<file path="src/rtl/alu_mul_seq.sv">
// Sequential unsigned WIDTHxWIDTH shift-and-add multiplier that borrows the
// core's shared ALU for every addition.
module alu_mul_seq #(
    parameter int WIDTH = 32,
    parameter int ITER  = 32
) (
    input  logic             clk,
    input  logic             rst,
    input  logic             start,
    input  logic [WIDTH-1:0] op_a,
    input  logic [WIDTH-1:0] op_b,
    output logic             busy,
    output logic             done,
    output logic [WIDTH-1:0] product_hi,
    output logic [WIDTH-1:0] product_lo,
    output logic [WIDTH-1:0] alu_a,
    output logic [WIDTH-1:0] alu_b,
    output logic [2:0]       alu_ctrl,
    input  logic [WIDTH-1:0] alu_result,
    input  logic             alu_c
);

    localparam int CW = (ITER > 1) ? $clog2(ITER) : 1;
    localparam logic [2:0] ALU_ADD = 3'b000;

    typedef enum logic [1:0] {
        S_IDLE = 2'd0,
        S_RUN  = 2'd1,
        S_DONE = 2'd2
    } state_t;

    state_t           state_q, state_d;
    logic [WIDTH-1:0] hi_q, hi_d;
    logic [WIDTH-1:0] lo_q, lo_d;
    logic [WIDTH-1:0] mcand_q, mcand_d;
    logic             carry_q, carry_d;
    logic [CW-1:0]    cnt_q, cnt_d;
    logic [WIDTH-1:0] prod_hi_q, prod_hi_d;
    logic [WIDTH-1:0] prod_lo_q, prod_lo_d;

    // Partial sum for this iteration before the right shift.
    logic             sum_c;
    logic [WIDTH-1:0] sum_h;

    always_ff @(posedge clk) begin
        if (!rst) begin
            state_q   <= S_IDLE;
            hi_q      <= '0;
            lo_q      <= '0;
            mcand_q   <= '0;
            carry_q   <= 1'b0;
            cnt_q     <= '0;
            prod_hi_q <= '0;
            prod_lo_q <= '0;
        end else begin
            state_q   <= state_d;
            hi_q      <= hi_d;
            lo_q      <= lo_d;
            mcand_q   <= mcand_d;
            carry_q   <= carry_d;
            cnt_q     <= cnt_d;
            prod_hi_q <= prod_hi_d;
            prod_lo_q <= prod_lo_d;
        end
    end

    always_comb begin
        state_d   = state_q;
        hi_d      = hi_q;
        lo_d      = lo_q;
        mcand_d   = mcand_q;
        carry_d   = carry_q;
        cnt_d     = cnt_q;
        prod_hi_d = prod_hi_q;
        prod_lo_d = prod_lo_q;
        alu_a     = '0;
        alu_b     = '0;
        alu_ctrl  = ALU_ADD;
        sum_c     = 1'b0;
        sum_h     = '0;

        case (state_q)
            S_RUN: begin
                alu_a = hi_q;
                alu_b = mcand_q;
                // The carry register is always zero here, so the no-add path
                // is the plain {0, hi} pass-through.
                if (lo_q[0]) begin
                    sum_c = alu_c;
                    sum_h = alu_result;
                end else begin
                    sum_c = carry_q;
                    sum_h = hi_q;
                end
                hi_d    = {sum_c, sum_h[WIDTH-1:1]};
                lo_d    = {sum_h[0], lo_q[WIDTH-1:1]};
                carry_d = 1'b0;
                cnt_d   = cnt_q + 1'b1;
                if (cnt_q == CW'(ITER - 1)) begin
                    state_d   = S_DONE;
                    prod_hi_d = hi_d;
                    prod_lo_d = lo_d;
                end
            end
            default: begin
                // IDLE and DONE both accept a new request.
                if (start) begin
                    state_d = S_RUN;
                    lo_d    = op_a;
                    mcand_d = op_b;
                    hi_d    = '0;
                    carry_d = 1'b0;
                    cnt_d   = '0;
                end else begin
                    state_d = S_IDLE;
                end
            end
        endcase
    end

    assign busy       = (state_q == S_RUN);
    assign done       = (state_q == S_DONE);
    assign product_hi = prod_hi_q;
    assign product_lo = prod_lo_q;

endmodule

</file>
<file path="config.mk">
export PLATFORM = sky130hd
export DESIGN_NAME = alu_mul_seq
export DESIGN_NICKNAME = d
export VERILOG_FILES = /design/src/rtl/alu_mul_seq.sv
export SDC_FILE = /design/constraint.sdc
export NUM_CORES = 1
export LEC_CHECK = 0
export ABC_AREA = 1
export BUFFER_PORTS_ARGS = -buffer_cell sky130_fd_sc_hd__buf_2
export CORE_MARGIN = 1.5
export CORE_UTILIZATION = 51
export DETAILED_ROUTE_END_ITERATION = 10
export PLACE_DENSITY = 0.8
export SLEW_MARGIN = 10
export SYNTH_ARGS = -nofsm -noshare
export SYNTH_HDL_FRONTEND = slang
export SYNTH_SLANG_ARGS = --single-unit
</file>
<file path="constraint.sdc">
create_clock -name clk -period 1.8 [get_ports clk]
set_input_delay 0.18 -clock clk [delete_from_list [all_inputs] [get_ports clk]]
set_output_delay 0.18 -clock clk [all_outputs]
set_load 0.01 [all_outputs]
</file>
==> results.toml, run 1 <==
[clock_network]
clkSinkCount = 167
clk_pin_slew_ns = 0.06
clk_latency_ns = 0.42
cts_buffer_depth = 2
cts_root_buf = "clkbuf_16"
tritoncts = "yes"
htree_levels = 4
cts_buffers = 17

[floorplan]
ios = 233
die_area_um2 = 14700
coreArea_um2 = 13500
fp.dieW_um = 121
die_y_um = 121
num_rows = 42
start_util_pct = 52.9

[worst_setup_path]
endpoint_kind = "output port"
required_ns = 1.62
start_kind = "flop"
cp_max_fo = 31
worstPathArrival_ns = 1.54
r2r_slack_ns = 0.14
setup.worst_path.class = "reg2out"
r2r_end = "product_lo[20]"
worst-r2r-cell-count = 10
reg2reg_from = "cnt_q[1]"

[power]
p_leak_uw = 0.00465
total_power_uw = 8230
power_density_nw_per_um2 = 895
ir_drop_mv = 0.588

[placed_design]
place_area_um2 = 8450
gp_congestion = 0.841
dpl.hpwl_um = 12700
port_buffers = 229

[synth]
yosysWarnings = 0
synth_top_cell_area_share_pct = 47.0
synthArstFlopShare_pct = 0
synth_cell_types = 17
synth-seq-cells = 167
syn_inst = 1059
synth_area_um2 = 7120
synth-edff-count = 0
synth.most_common_cell = "nand2_1"
yosys_most_used_dff = "dfxtp_1"
synth.area.top_cells = "dfxtp_1, nand2_1, nand3_1"
postSynthAreaPerCell_um2 = 6.72
synth_seq_area_share_pct = 47.0
synthTopCellsByCount = "nand2_1, dfxtp_1, nand3_1"
synth_top_cell_by_area = "dfxtp_1"

[global_routing]
grt_pass1_vias = 6760
met3_usage_pct = 6.81
grt_max_degree = 78
grt_pass1_wl_um = 31400
overflow = 0
top_usage_layer = "met2"
met1_usage_pct = 32.8
antenna_found_initial = 0
grt_util_met2_pct = 44.4
grt_usage_pct = 26.8

[worst_hold_path]
min_path_type = "in2reg"
min_to = "mcand_q[29]"
holdCritStartpoint = "op_b[29]"
hold_path_depth = 3

[sta]
tns_ns = 0
fin_crit_sh_pct = 95.3
hold_ws_ns = 0.0121
drv_slew = 0
max_freq_mhz = 583
layout_min_cycle_time_ns = 1.72
hold_viol_final = 0
skew_ns = 0.00658
setup_viol = 0

[detailed_routing]
firstDrtPassIters = 7
avgViaCountPerCell = 5.12
ant_nets = 0
wirelength_um = 19400
route.vias.total = 7453
drc = 0
detail_route.wl_per_cell_um = 13.3
drt_iter0_drc = 595

[final_layout]
synthToLayoutAreaGrowth_pct = 29.3
nets = 1370
design_area_um2 = 9200
layout-drive-gt1-share_pct = 22.9
insertedDiodeCount = 0

[outcome]
outcome = "completed"

[flow_run]
maxCapViolations = 0
[what timing repair did]
item,in CTS,in global routing
buffers inserted,0,1
endpoints found under the setup margin,10,69
hold buffers,10,0
pin swaps,0,2
hold endpoints to repair,10,0
cloned,0,1
gates resized for setup,2,5
[sequential cells by signal, indices dropped and copies added, names as in the netlist]
| name | flops |
|---|---|
| mcand_q | 32 |
| cnt_q | 5 |
| state_q | 2 |
| product_lo | 32 |
| product_hi | 32 |
| lo_q | 32 |
| hi_q | 32 |
[report_power, final]
| part | total (µW) | switching, µW | internal (µW) |
|---|---|---|---|
| sequential | 3890 | 77.6 | 3810 |
| clock | 3570 | 1370 | 2200 |
| combinational | 774 | 475 | 300 |
[critical path, cell delays in order, from the launching register on]
cell and delay, ns:
dfxtp_1 0.38, inv_1 0.10, nand2_4 0.12, buf_6 0.25, nor2_1 0.11, buf_2 0.15
[how the worst max path moves through the flow]
stage / from / endpoint / slack [ns]
after floorplan: cnt_q[0] / product_hi[0] / 0.31
after detailed placement: cnt_q[0] / product_lo[20] / 0.13
after CTS: state_q[1] / alu_a[2] / 0.04
after global placement: cnt_q[0] / product_lo[31] / 0.21
final: state_q[1] / alu_a[0] / 0.08
after global routing: cnt_q[1] / product_lo[2] / -0.002
[cell type report]
class                      count  area (µm²)
fill                        1200        4250
clock inverter                 1        30.0
timing repair buffer         265        1600
sequential                   167        3350
multi-input combinational    709        3050
clock buffer                  30         554
inverter                     108         405
tap                          176         220
[cells in the final DEF, fill, tap and decap left out]
| cell | n |
|---|---|
| nand2_1 | 302 |
| buf_2 | 228 |
| dfxtp_1 | 165 |
| nand3_1 | 159 |
| nor2_1 | 133 |
| inv_1 | 106 |
| o21ai_0 | 66 |
| a21oi_1 | 37 |
| clkbuf_16 | 18 |
| buf_4 | 14 |
| dlygate4sd3_1 | 10 |
| buf_12 | 10 |
| clkbuf_8 | 8 |
| clkbuf_1 | 5 |
| conb_1 | 3 |
| inv_2 | 2 |
| nor2_4 | 2 |
| ha_2 | 2 |
| dfxtp_2 | 2 |
| nand2_4 | 1 |
| nor3_2 | 1 |
| nor2_2 | 1 |
| nand2_2 | 1 |
| nor3_1 | 1 |
| bufinv_16 | 1 |
| buf_8 | 1 |
| buf_6 | 1 |
[stage by stage]
step	std cells	setup slack, ns	utilization [%]
5_1_grt	1456	-0.00185	68.4
6_report	1456	0.0839	68.4
2_1_floorplan	1061	0.308	-
4_1_cts	1454	0.0406	67.9
3_3_place_gp	1413	0.208	62.8
3_5_place_dp	1413	0.135	62.8
[routing by layer]
layer	up-vias	routed length, µm
met1	3387	8280
li1	3700	-
met3	55	1350
met4	0	603
met5	-	0
met2	311	9200
[cells by family after synthesis]
family	share of synthesized area, %
buf+inv	10.6
flops	47.0
other cells	0.0527
compound gates	7.24
fa+ha+maj	0.352
simple gates	34.8
No activity file was read; power rests on OpenSTA's default activity.
==> inputs of run 2 (changes only) <==
Settings changed: PLACE_DENSITY 0.8 to 0.78.
==> run 2 against run 1 <==
- via count down 2.0%
- wire length shrank 1.5%
- cell count is 0.69% lower
- utilization decreased by 0.61 points
- clock power rose by 6.2%
- sequential power is essentially flat
- combinational power down 1%
- count of clock-buffer cells in the layout shrank 11
- clock skew down 0.0011 ns
- critical path depth shrank 1
- total power is 2.5% higher
==> results.toml, run 2 (same netlist as run 1, synthesis figures left out) <==
[outcome]
outcome = "completed"

[floorplan]
fp.dieW_um = 121
num_rows = 42
die_y_um = 121
ios = 233
die_area_um2 = 14700
coreArea_um2 = 13500
start_util_pct = 52.9

[placed_design]
dpl.hpwl_um = 12200
gp_congestion = 0.813
pre_cts_ws_ns = 0.172
port_buffers = 229

[worst_setup_path]
setup.worst_path.class = "reg2out"
cp_max_fo = 40
crit_slowest_cell = "dfxtp_2"
worstPathArrival_ns = 1.50
path_cells = "inv_2 > nor2_4 > buf_12 > buf_2"
start_kind = "flop"
endpoint_kind = "output port"
required_ns = 1.62
slowest_delay_ns = 0.39
r2r_slack_ns = 0.12
worst-r2r-cell-count = 9

[power]
p_sw_share_pct = 23.9
power.switching_uw = 2020
power_density_nw_per_um2 = 925
p_leak_uw = 0.00461
power.internal_uw = 6420
ir_drop_mv = 0.483
power_frac_clock_pct = 44.9
power_frac_comb_pct = 9.1
power_frac_seq_pct = 46.0

[detailed_routing]
wirelength_um = 19100
route.vias.total = 7301
detail_route.wl_per_cell_um = 13.2
avgViaCountPerCell = 5.05
drc = 0
firstDrtPassIters = 7
ant_nets = 0
drt_iter0_drc = 604

[global_routing]
overflow = 0
antenna_found_initial = 1
grt_max_degree = 118
grt_pass1_wl_um = 30600
grt_usage_pct = 26.0
grt_pass1_vias = 6496

[clock_network]
clk_latency_ns = 0.42
cts_setup_buffers = 0
cts_buffers = 17
cts_buffer_depth = 2
clkSinkCount = 167
cts_root_buf = "clkbuf_16"
htree_levels = 4
clk_pin_slew_ns = 0.06
tritoncts = "yes"

[worst_hold_path]
min_path_type = "in2reg"
hold_path_depth = 3

[sta]
fin_crit_sh_pct = 93.4
setup_ws_ns = 0.119
max_freq_mhz = 595
hold_viol_final = 0
drv_slew = 0
setup_viol = 0
layout_min_cycle_time_ns = 1.68
rsz0062_at_grt = "yes"
hold_ws_ns = 0.0185
skew_ns = 0.00545

[final_layout]
nets = 1358
synthToLayoutAreaGrowth_pct = 28.1
fillers = 1213
layout_common_cells = "nand2_1, buf_2, dfxtp_1"
mostFrequentLayoutCell = "nand2_1"
fin_util_pct = 67.8
layout-drive-gt1-share_pct = 22.6

[flow_run]
maxCapViolations = 0
[run 2: cell count changes in the layout (fill, tap and decap cells not counted), sizes merged]
cell,before,now
buf,254,246
clkinv,0,4
diode,0,1
clkbuf,31,20
bufinv,1,4
dlygate4sd3,10,6
inv,108,109
clkinvlp,0,4
[run 2: final timing paths]
check | start | end
setup reg to reg | cnt_q[0] | product_hi[26]
hold reg to reg | lo_q[19] | product_lo[18]
hold / removal | op_b[28] | mcand_q[28]
setup / recovery | state_q[0] | busy
[run 2: layer usage]
| metal | up-vias | track usage (%) | wire length (µm) |
|---|---|---|---|
| met5 | - | 0 | 0 |
| met4 | 0 | 11.3 | 483 |
| met3 | 37 | 5.03 | 1250 |
| met1 | 3296 | 33.7 | 8400 |
| li1 | 3675 | - | - |
| met2 | 293 | 42.3 | 9000 |
[run 2: layout make-up]
class | instances | area, µm² | area share, %
clock buffers | 19 | 433 | 4.75
flip-flops and latches | 167 | 3350 | 36.7
inverters | 108 | 405 | 4.45
repair buffers | 253 | 1490 | 16.3
diodes | 1 | 2.50 | 0.0274
multi-input cells | 709 | 3050 | 33.4
clock inverters | 13 | 179 | 1.96
well taps | 176 | 220 | 2.42
[run 2: power by group through the flow]
stage | clock (µW) | sequential [µW] | combinational, µW
finish | 3790 | 3880 | 766
global route | 4020 | 3900 | 858
CTS | 3840 | 3880 | 765
floorplan | 0 | 3940 | 482
global placement | 0 | 3960 | 741
detailed placement | 0 | 3960 | 751
[run 2: worst max-delay path, delay by kind of cell (launching register included)]
| family | cells | cell delay, ns |
|---|---|---|
| simple gates | 1 | 0.19 |
| buf+inv | 3 | 0.47 |
| flops | 1 | 0.39 |
[run 2: stage by stage]
step	instances	instance area, µm²	TNS [ns]	total power (µW)
2_1_floorplan	1061	7120	0	4430
3_3_place_gp	1406	8410	0	4700
3_5_place_dp	1406	8410	0	4710
4_1_cts	1444	9080	0	8490
5_1_grt	1446	9120	-0.686	8780
6_report	1446	9120	0	8440
[run 2: repair_timing]
item / CTS / global route
hold buffers: 6 / 0
setup endpoints to repair: 0 / 7
hold endpoints to repair: 6 / 0
resized for setup: 0 / 3
==> inputs of run 3 (changes only) <==
Settings changed: CORE_MARGIN 1.5 to 4, CORE_UTILIZATION 51 to 45, PLACE_DENSITY 0.78 to 0.72.
==> run 3 against run 2 <==
- register-to-register slack worse by 0.04 ns
- count of clock-buffer cells in the layout grew 2
- sequential share of layout area shrank 0.38 points
- critical path type unchanged
==> results.toml, run 3 (same netlist as run 1, synthesis figures left out) <==
[final_layout]
multiInputGateArea_um2 = 3060
layout-drive-gt1-share_pct = 23.8
regArea_um2 = 3350
fin_util_pct = 60.0
insertedDiodeCount = 0
mostFrequentLayoutCell = "nand2_1"
fillers = 1483
synthToLayoutAreaGrowth_pct = 29.6
nets = 1369
layout_common_cells = "nand2_1, buf_2, dfxtp_1"

[power]
p_leak_uw = 0.00465
power_frac_clock_pct = 43.4
power_density_nw_per_um2 = 891
p_sw_share_pct = 24.7
ir_drop_mv = 0.713
power.switching_uw = 2030
power_frac_seq_pct = 47.3
power_frac_comb_pct = 9.3
total_power_uw = 8210
power.internal_uw = 6180

[global_routing]
grt_usage_pct = 21.3
antenna_found_initial = 0
overflow = 0
grt_pass1_wl_um = 31900
grt_max_degree = 78
grt_pass1_vias = 6627

[clock_network]
clk_pin_slew_ns = 0.06
cts_buffer_depth = 2
clkSinkCount = 167
clk_latency_ns = 0.42
cts_buffers = 17
cts_root_buf = "clkbuf_16"
tritoncts = "yes"
htree_levels = 4

[sta]
max_freq_mhz = 580
hold_viol_final = 0
setup_viol = 0
drv_slew = 0
rsz0062_at_grt = "yes"
fin_crit_sh_pct = 95.9
skew_ns = 0.00775
layout_min_cycle_time_ns = 1.73
tns_ns = 0

[worst_setup_path]
start_kind = "flop"
endpoint_kind = "output port"
crit_slowest_cell = "dfxtp_2"
worst-r2r-cell-count = 10
worstPathArrival_ns = 1.55
critPathBufInv = 3
setup.worst_path.class = "reg2out"
critical_path.top_delay_family = "buffers and inverters"
path_cells = "inv_2 > nor2_4 > buf_8 > buf_2"
required_ns = 1.62
slowest_delay_ns = 0.40
critical_path_cell_count = 4
cp_max_fo = 28

[detailed_routing]
route.vias.total = 7256
drt_iter0_drc = 431
firstDrtPassIters = 5
wirelength_um = 20300
avgViaCountPerCell = 4.87
ant_nets = 0
detail_route.wl_per_cell_um = 13.6
drc = 0

[placed_design]
gp_congestion = 0.799
port_buffers = 229
dpl.hpwl_um = 13200

[floorplan]
start_util_pct = 46.3
fp.dieW_um = 134
die_area_um2 = 17900
die_y_um = 134
num_rows = 45
ios = 233
coreArea_um2 = 15400

[flow_run]
maxCapViolations = 0

[outcome]
outcome = "completed"

[worst_hold_path]
min_path_type = "in2reg"
hold_path_depth = 3
run 3: cell types whose count changed in the layout (fill, tap and decap cells not counted), sizes merged:
cell         delta
bufinv          -2
inv             +1
clkbuf          +4
clkinv          -1
diode           -1
dlygate4sd3     -3
buf            +12
run 3: power by group through the flow:
stage | logic, µW | registers (µW) | clock network [µW]
2_1_floorplan | 482 | 3940 | 0
3_3_place_gp | 747 | 3960 | 0
3_5_place_dp | 750 | 3960 | 0
4_1_cts | 764 | 3880 | 3630
5_1_grt | 860 | 3900 | 3770
6_report | 765 | 3880 | 3560
run 3: timing repair:
item | CTS | global route
hold buffers | 3 | 0
gates resized for setup | 2 | 12
endpoints found under the hold margin | 3 | 0
setup endpoints to repair | 23 | 84
buffers inserted | 0 | 4
cloned | 0 | 4
pin swaps | 0 | 2
run 3: final timing paths:
check / from / end / slack (ns)
max reg2reg: cnt_q[0] / product_hi[21] / 0.08
min: op_b[8] / mcand_q[8] / 0.02
min reg2reg: hi_q[1] / hi_q[1] / 0.46
max: state_q[0] / busy / 0.07
run 3: tightest hold or removal path, cell delays in order:
cell	delay, ns
buf_2	0.07
o21ai_0	0.07
nor2_1	0.07
run 3: final cells by class:
cell class	count	area share (%)
well taps	211	2.86
inverters	108	4.40
clock buffers	21	4.89
flip-flops and latches	167	36.3
clock inverters	11	1.33
multi-input cells	709	33.2
repair buffers	264	17.0
run 3: stage by stage:
stage | hold slack, ns | instances | cell area (µm²) | worst slack [ns]
after floorplan | 0.346 | 1061 | 7120 | 0.308
after global placement | 0.428 | 1448 | 8450 | 0.246
after detailed placement | 0.436 | 1448 | 8450 | 0.0989
after CTS | 0.000173 | 1483 | 9060 | 0.0240
after global routing | 0.0116 | 1491 | 9220 | -0.0321
final | 0.0161 | 1491 | 9220 | 0.0747
run 3: routing by layer:
layer	track usage (%)	wire, µm	vias up
li1	-	-	3694
met1	27.6	8920	3301
met2	35.5	9650	244
met3	5.32	1580	17
met4	5.89	191	0
met5	0	0	-
